### src/rtl/wb_mem_arbiter.sv
// wb_mem_arbiter: shares one Wishbone-classic memory port between the core's
// instruction bus and data bus. One master is granted at a time (registered
// grant), the response is routed back to the owner, and a watchdog ends
// transfers the slave never acknowledges by returning FILL.
module wb_mem_arbiter #(
   parameter string       PRIO    = "RR",
   parameter int          TIMEOUT = 256,
   parameter logic [31:0] FILL    = 32'h0000_0013
) (
   input  logic        clock,
   input  logic        reset,
   input  logic        ibus_cyc,
   input  logic [31:0] ibus_adr,
   output logic [31:0] ibus_rdt,
   output logic        ibus_ack,
   input  logic        dbus_cyc,
   input  logic        dbus_we,
   input  logic [3:0]  dbus_sel,
   input  logic [31:0] dbus_adr,
   input  logic [31:0] dbus_dat,
   output logic [31:0] dbus_rdt,
   output logic        dbus_ack,
   output logic        mem_cyc,
   output logic        mem_we,
   output logic [3:0]  mem_sel,
   output logic [31:0] mem_adr,
   output logic [31:0] mem_dat,
   input  logic [31:0] mem_rdt,
   input  logic        mem_ack,
   output logic        timeout_o
);

   localparam int            CW      = (TIMEOUT > 2) ? $clog2(TIMEOUT) : 1;
   localparam logic [CW-1:0] CNT_MAX = CW'((TIMEOUT > 0) ? TIMEOUT - 1 : 0);
   localparam bit            FIX_D   = (PRIO == "DBUS");
   localparam bit            FIX_I   = (PRIO == "IBUS");

   typedef enum logic [1:0] {IDLE, GNT_I, GNT_D} state_t;

   state_t        state, state_next;
   logic          last_owner, last_owner_next;   // 1 = dbus owned last
   logic [CW-1:0] count, count_next;
   logic          timeout_q, timeout_next;
   logic          owner_cyc;
   logic          timeout_hit;
   logic          owner_ack;
   logic [31:0]   owner_rdt;

   // Route the owner's request onto the shared bus; everything is zero in IDLE or reset
   always_comb begin
      owner_cyc = 1'b0;
      mem_cyc   = 1'b0;
      mem_we    = 1'b0;
      mem_sel   = 4'h0;
      mem_adr   = 32'h0;
      mem_dat   = 32'h0;
      if (!reset) begin
         case (state)
            GNT_I: begin
               owner_cyc = ibus_cyc;
               mem_cyc   = ibus_cyc;
               mem_sel   = 4'hF;
               mem_adr   = ibus_adr;
            end
            GNT_D: begin
               owner_cyc = dbus_cyc;
               mem_cyc   = dbus_cyc;
               mem_we    = dbus_we;
               mem_sel   = dbus_sel;
               mem_adr   = dbus_adr;
               mem_dat   = dbus_dat;
            end
            default: ;
         endcase
      end
   end

   // A real ack always beats the watchdog; the watchdog fires on the last allowed cycle
   assign timeout_hit = (TIMEOUT != 0) && owner_cyc && !mem_ack && (count == CNT_MAX);
   assign owner_ack   = (owner_cyc & mem_ack) | timeout_hit;
   assign owner_rdt   = timeout_hit ? FILL : mem_rdt;
   assign ibus_ack    = owner_ack & (state == GNT_I);
   assign dbus_ack    = owner_ack & (state == GNT_D);
   assign ibus_rdt    = ibus_ack ? owner_rdt : 32'h0;
   assign dbus_rdt    = dbus_ack ? owner_rdt : 32'h0;
   assign timeout_o   = timeout_q & ~reset;

   // Arbitration and transfer termination: decide the next grant, round-robin memory and watchdog count
   always_comb begin
      state_next      = state;
      last_owner_next = last_owner;
      count_next      = count;
      timeout_next    = timeout_q;
      case (state)
         IDLE: begin
            count_next = '0;
            if (ibus_cyc && dbus_cyc) begin
               if (FIX_D)           state_next = GNT_D;
               else if (FIX_I)      state_next = GNT_I;
               else if (last_owner) state_next = GNT_I;
               else                 state_next = GNT_D;
            end else if (ibus_cyc) begin
               state_next = GNT_I;
            end else if (dbus_cyc) begin
               state_next = GNT_D;
            end
         end
         GNT_I, GNT_D: begin
            if (!owner_cyc || mem_ack || timeout_hit) begin
               state_next      = IDLE;
               last_owner_next = (state == GNT_D);
               if (timeout_hit) timeout_next = 1'b1;
            end else begin
               count_next = count + 1'b1;
            end
         end
         default: state_next = IDLE;
      endcase
   end

   // State register; synchronous reset leaves ibus as the winner of the first round-robin tie
   always_ff @(posedge clock) begin
      if (reset) begin
         state      <= IDLE;
         last_owner <= 1'b1;
         count      <= '0;
         timeout_q  <= 1'b0;
      end else begin
         state      <= state_next;
         last_owner <= last_owner_next;
         count      <= count_next;
         timeout_q  <= timeout_next;
      end
   end

endmodule

### config.mk
export PLATFORM = sky130hd
export DESIGN_NAME = wb_mem_arbiter
export DESIGN_NICKNAME = d
export VERILOG_FILES = /design/src/rtl/wb_mem_arbiter.sv
export SDC_FILE = /design/constraint.sdc
export NUM_CORES = 1
export LEC_CHECK = 0
export BUFFER_PORTS_ARGS = -buffer_cell sky130_fd_sc_hd__buf_2
export CAP_MARGIN = 20
export CORE_AREA = 5 5 103 105
export CTS_CLUSTER_DIAMETER = 100
export DETAILED_ROUTE_END_ITERATION = 16
export DIE_AREA = 0 0 108 110
export PLACE_DENSITY_LB_ADDON = 0.05
export SYNTH_ARGS = -nofsm -noshare
export SYNTH_HDL_FRONTEND = slang
export SYNTH_SLANG_ARGS = --single-unit
### constraint.sdc
create_clock -name clock -period 1.84 [get_ports clock]
set_input_delay 0 -clock clock [delete_from_list [all_inputs] [get_ports clock]]
set_output_delay 0 -clock clock [all_outputs]
set_load 0.02 [all_outputs]
# Word level (Yosys, flattened, before mapping)
# Index checks and enable logic that the tools add are counted.
# classes
mux,21
bitwise,6
n_eq_ne,6
reduce_logical,14
n_addsub,1
# op_table
cell,n
32-bit 2-to-1 mux,6
32-bit case mux with 2 select lines,1
8-bit case mux with 2 select lines,1
2-bit 2-to-1 mux,5
"8-bit by 1-bit adder with 8-bit output, second input constant",1
"8-bit == test, second input constant",1
8-bit 2-to-1 mux,1
4-bit case mux with 2 select lines,1
2-bit AND reduction,3
1-bit AND,4
4-bit 2-to-1 mux,1
"2-bit != test, second input constant",2
"4-bit != test, second input constant",1
2-bit case mux with 2 select lines,1
1-bit logical AND,3
1-bit 2-to-1 mux,3
3-bit AND reduction,1
"2-bit by 1-bit == test with 1-bit output, second input constant",1
"2-bit == test, second input constant",1
1-bit zero test,2
2-bit zero test,1
1-bit logical OR,2
1-bit case mux with 2 select lines,1
2-bit nonzero test,1
3 further kinds,3
# word_totals
elab_cells,52
inputBits,138
output_inout_bits,137
ff_bits,12

# Depth between registers and ports, before layout
# logic_depth
ltp_word,8
depth_mapped,9
ltp_nobuf,7

# Worst setup path before layout
# OpenSTA, ideal clock, no wires.
# synth_timing
path_kind,reg2out
from,register state[0]
to,output ibus_rdt[10]
n_path_buf,2
required_time_ps,1840
stages_incl_launch_ff,10
t_arrival_ps,1665
setup_slack_ps,175
path_cell_list,dfxtp_1 > inv_1 > ha_1 > and2b_1 > nand2_4 > inv_4 > buf_6 > nand3_4 > buf_6 > nor2_2
# synth_between
elab_chain_cells,8
elab_cells_between_ends,11
cone_classes,eq/ne (2); mux (4); bitwise (3); reduce/logical (2)
# synth_rtl
item,line_no,rtl
from (decl),40,"state_t state, state_next;"
from (signal assigned),129,state <= state_next;
2-bit == test or 2-bit by 1-bit == test with 1-bit output (tied branches),--,
1-bit case mux with 2 select lines (*),--,
1-bit 2-to-1 mux (*),--,
net mem_cyc,23,"output logic mem_cyc,"
1-bit logical AND (2 in series),79,assign timeout_hit = (TIMEOUT != 0) && owner_cyc && !mem_ack && (count == CNT_MAX);
1-bit OR,80,assign owner_ack = (owner_cyc & mem_ack) | timeout_hit;
1-bit AND,82,assign ibus_ack = owner_ack & (state == GNT_I);
32-bit 2-to-1 mux (*),84,assign ibus_rdt = ibus_ack ? owner_rdt : 32'h0;
to (decl),14,"output logic [31:0] ibus_rdt,"
# The timed path passes the listed nets; every way through them passes the cells marked *.

# Final worst setup path
# layout_timing
from,register state[1]
to,output dbus_rdt[26]
# layout_between
elab_chain_cells,8
elab_cells_between_ends,11
cone_classes,eq/ne (2); mux (4); bitwise (3); reduce/logical (2)
# layout_rtl
item,line_no,rtl
2-bit == test or 2-bit by 1-bit == test with 1-bit output (tied branches),"58, 83",
1-bit case mux with 2 select lines,58,case (state)
1-bit 2-to-1 mux,57,if (!reset) begin
1-bit logical AND (2 in series),79,
1-bit OR,80,
1-bit AND,83,assign dbus_ack = owner_ack & (state == GNT_D);
32-bit 2-to-1 mux (*),85,assign dbus_rdt = dbus_ack ? owner_rdt : 32'h0;
to (decl),21,"output logic [31:0] dbus_rdt,"
# Mark *: on every way between the ends. The rest lies on a longest branch, timed or not.

==> impl_results.md <==
* Hold Startpoint: ibus_cyc
* TritonCTS clock tree: yes
* Clock transition at path regs at 0.06 ns
* Arrival @ worst endpoint at 1.95 ns
* Inserted Clock Buffers at 3
* WL/cell at 14.80 um
* Fin. Hold Viols at 0
* Synth area leaders: nor2_1 15%, dfxtp_1 12%, a22oi_1 12%, and2_1 10%, nor2_2 9.1%
* Final HPWL DP at 7819 um
* Layout cells sized above 1 at 66.16%
* Worst skew pair latency at 0.24 ns
* 1st-pass router iterations at 4
* Syn Area/Cell at 6.356 um2
* Number of top-level pins at 275
* Final GP Congestion at 0.7568
* Clock sinks at 12
* Primary FF master, synth: dfxtp_1
* Dpl cells at 710
* Fill cell count at 1022
* Port-buffer cells at 274
* Yosys top cell area share at 14.53%
* RSZ-0062 raised after global routing: true
* Die height at 110 um
* R2r startpoint: state[0]
* Synth Cell Area at 1989 um2
* Worst Setup Start Kind: register
* Max-Cap Viols at 0
* Initial core utilization at 20.83%
* Fin. max-slew vios at 0
* Core Region at 9549 um2
* Total Die Area at 11880 um2
* Clock buffer depth at 2
* Root Buffer Master: clkbuf_8
* YS warnings at 0
* H-tree levels at 1
* Syn Inst Count at 313
* Fmax at 511.7 MHz
* Die width at 108 um
* Drt via density at 4.498
* DRC Markers at 0
* Synthesized net count at 455
* Leak Pwr at 2.269 nW
* Setup CP Type: reg2out
* Multi-input gate area at 1821 um2
* Via count at 3270
* Worst-path fanout max at 8
* Routed Antenna Nets at 0
* Tcrit/Tclk final at 106.2%
* Area leader, netlist: nor2_1
* Largest net degree at the start of global routing at 38
* Synth Register Bits at 12
* Final #Nets at 737
* Async SR Flop Fraction at 0%
* Synth unique cells at 43
* Gr usage total at 15.65%
* Min-Delay Path Class: in2reg
* Slew headroom at 75.96%
* Grt ovf at 0
* EDFF count, synth at 0
* Register area share after synthesis at 12.08%
* Area delta synth->final at 117.3%
* # diodes at 0
* Pwr Density at 314.8 nW/um2
* Total Power at 1.361 mW
* FF/Latch Area at 244.0 um2
* Fin cells at 727
* First-pass GRT wire length at 15240 um
* Status: complete, but fails checks
* Routed Wire Length at 10760 um
* Iteration-0 DRC count of the detailed router at 220
* Worst vdd ir at 0.2440 mV
* Clock skew at 0.002684 ns
* Tmin final at 1.954 ns
* Initial antenna violation count at 0
* Final worst slack at -0.1142 ns
* Setup crit start: state[1]
* Number of global-route vias before repair at 3089
* # rows at 36
* Failing checks: setup timing
* CP Capture Type: primary output
* Worst-Margin Slew at 0.3606 ns
* Endpoints failing setup at 50
* Quantity of hold-fixing buffers added after cts at 0
* Worst endpoint required time at 1.84 ns
-- worst paths after layout --
path | to | slack, ns | cells past startpoint
max | dbus_rdt[26] | -0.11 | 9
min | state[0] | 0.08 | 3
max reg2reg | state[1] | 0.05 | 8
min reg2reg | count[0] | 0.45 | 1
-- stage by stage --
stage | setup TNS [ns] | setup WS (ns) | area (um2) | hold slack (ns) | utilization, %
floorplan | 0 | 0.1753 | 1989 | 0.1382 | -
global placement | 0 | 0.06233 | 3523 | 0.3212 | 36.90
detailed placement | 0 | 0.08178 | 3523 | 0.3198 | 36.90
CTS | -2.011 | -0.06975 | 3856 | 0.08397 | 40.38
global route | -13.95 | -0.2548 | 4323 | 0.09020 | 45.27
finish | -2.950 | -0.1142 | 4323 | 0.08158 | 45.27
-- critical path, stage by stage, from the launching register on --
cell and delay (ns):
dfxtp_2 0.33, inv_2 0.06, ha_4 0.27, nor3b_2 0.18
nand4_1 0.20, buf_6 0.20, clkbuf_16 0.16, nand2_1 0.10
nor2_1 0.05, buf_4 0.16
-- synthesized netlist by cell type (2+ instances only) --
cell,count
ha_1,4
dfxtp_1,12
nand3_1,4
nand2_1,34
inv_1,9
o21ai_0,3
nor2b_1,5
a22oi_1,32
a31oi_1,5
nor2_1,77
nand2b_1,2
and2_1,33
buf_6,7
nand3_4,2
clkbuf_1,8
buf_1,2
mux2i_1,3
nand4_1,2
o21a_1,2
buf_2,9
nor2_2,29
a21oi_1,8
-- registers in the layout, indices dropped and copies added (netlist names) --
signal,count
count,8
state,2
last_owner,1
timeout_q,1
-- area by class of cell --
cell class                      instances  share of cell area [%]
Clock buffer                            4                   1.274
Inverter                               10                   1.158
Multi-Input combinational cell        267                   42.11
Sequential cell                        12                   5.644
Tap cell                              133                   3.849
Timing Repair Buffer                  301                   45.96
-- report_power, final --
| group | switching (mW) | leakage (nW) | internal, mW | total, mW |
|---|---|---|---|---|
| logic | 0.441 | 2.14 | 0.342 | 0.783 |
| clock network | 0.109 | 0.0288 | 0.189 | 0.298 |
| registers | 0.00641 | 0.0985 | 0.273 | 0.279 |
-- repair_timing --
| item | CTS | global route |
|---|---|---|
| pin swaps | 5 | 11 |
| resized for setup | 67 | 116 |
| setup endpoints to repair | 99 | 133 |
| buffers inserted | 6 | 2 |
| gates cloned | 3 | 2 |
-- cells in the final DEF, fill, tap and decap left out, drive strengths merged, types with 3 or more instances in the layout --
cell / n
a21oi: 9
a22oi: 33
a31oi: 5
and2: 33
buf: 299
clkbuf: 6
dfxtp: 12
ha: 4
inv: 9
mux2i: 3
nand2: 35
nand3: 8
nor2: 106
nor2b: 5
o21ai: 4
-- routing by layer --
metal,up-vias,GRT usage (%),wire length (um)
li1,1609,-,-
met2,158,31.08,5849
met1,1497,17.92,3999
met5,-,0,0
met3,6,2.097,821
met4,0,2.615,91
-- logic make-up after synthesis --
group	Yosys count	share of synthesized area [%]
buffers and inverters	36	10.13
flip-flops	12	12.08
multiplexers	4	2.075
adder cells (fa/ha/maj)	4	2.516
AO/OA/AOI/OAI	60	22.77
AND/OR/NAND/NOR	197	50.44
No activity file was read; power rests on OpenSTA's default activity.
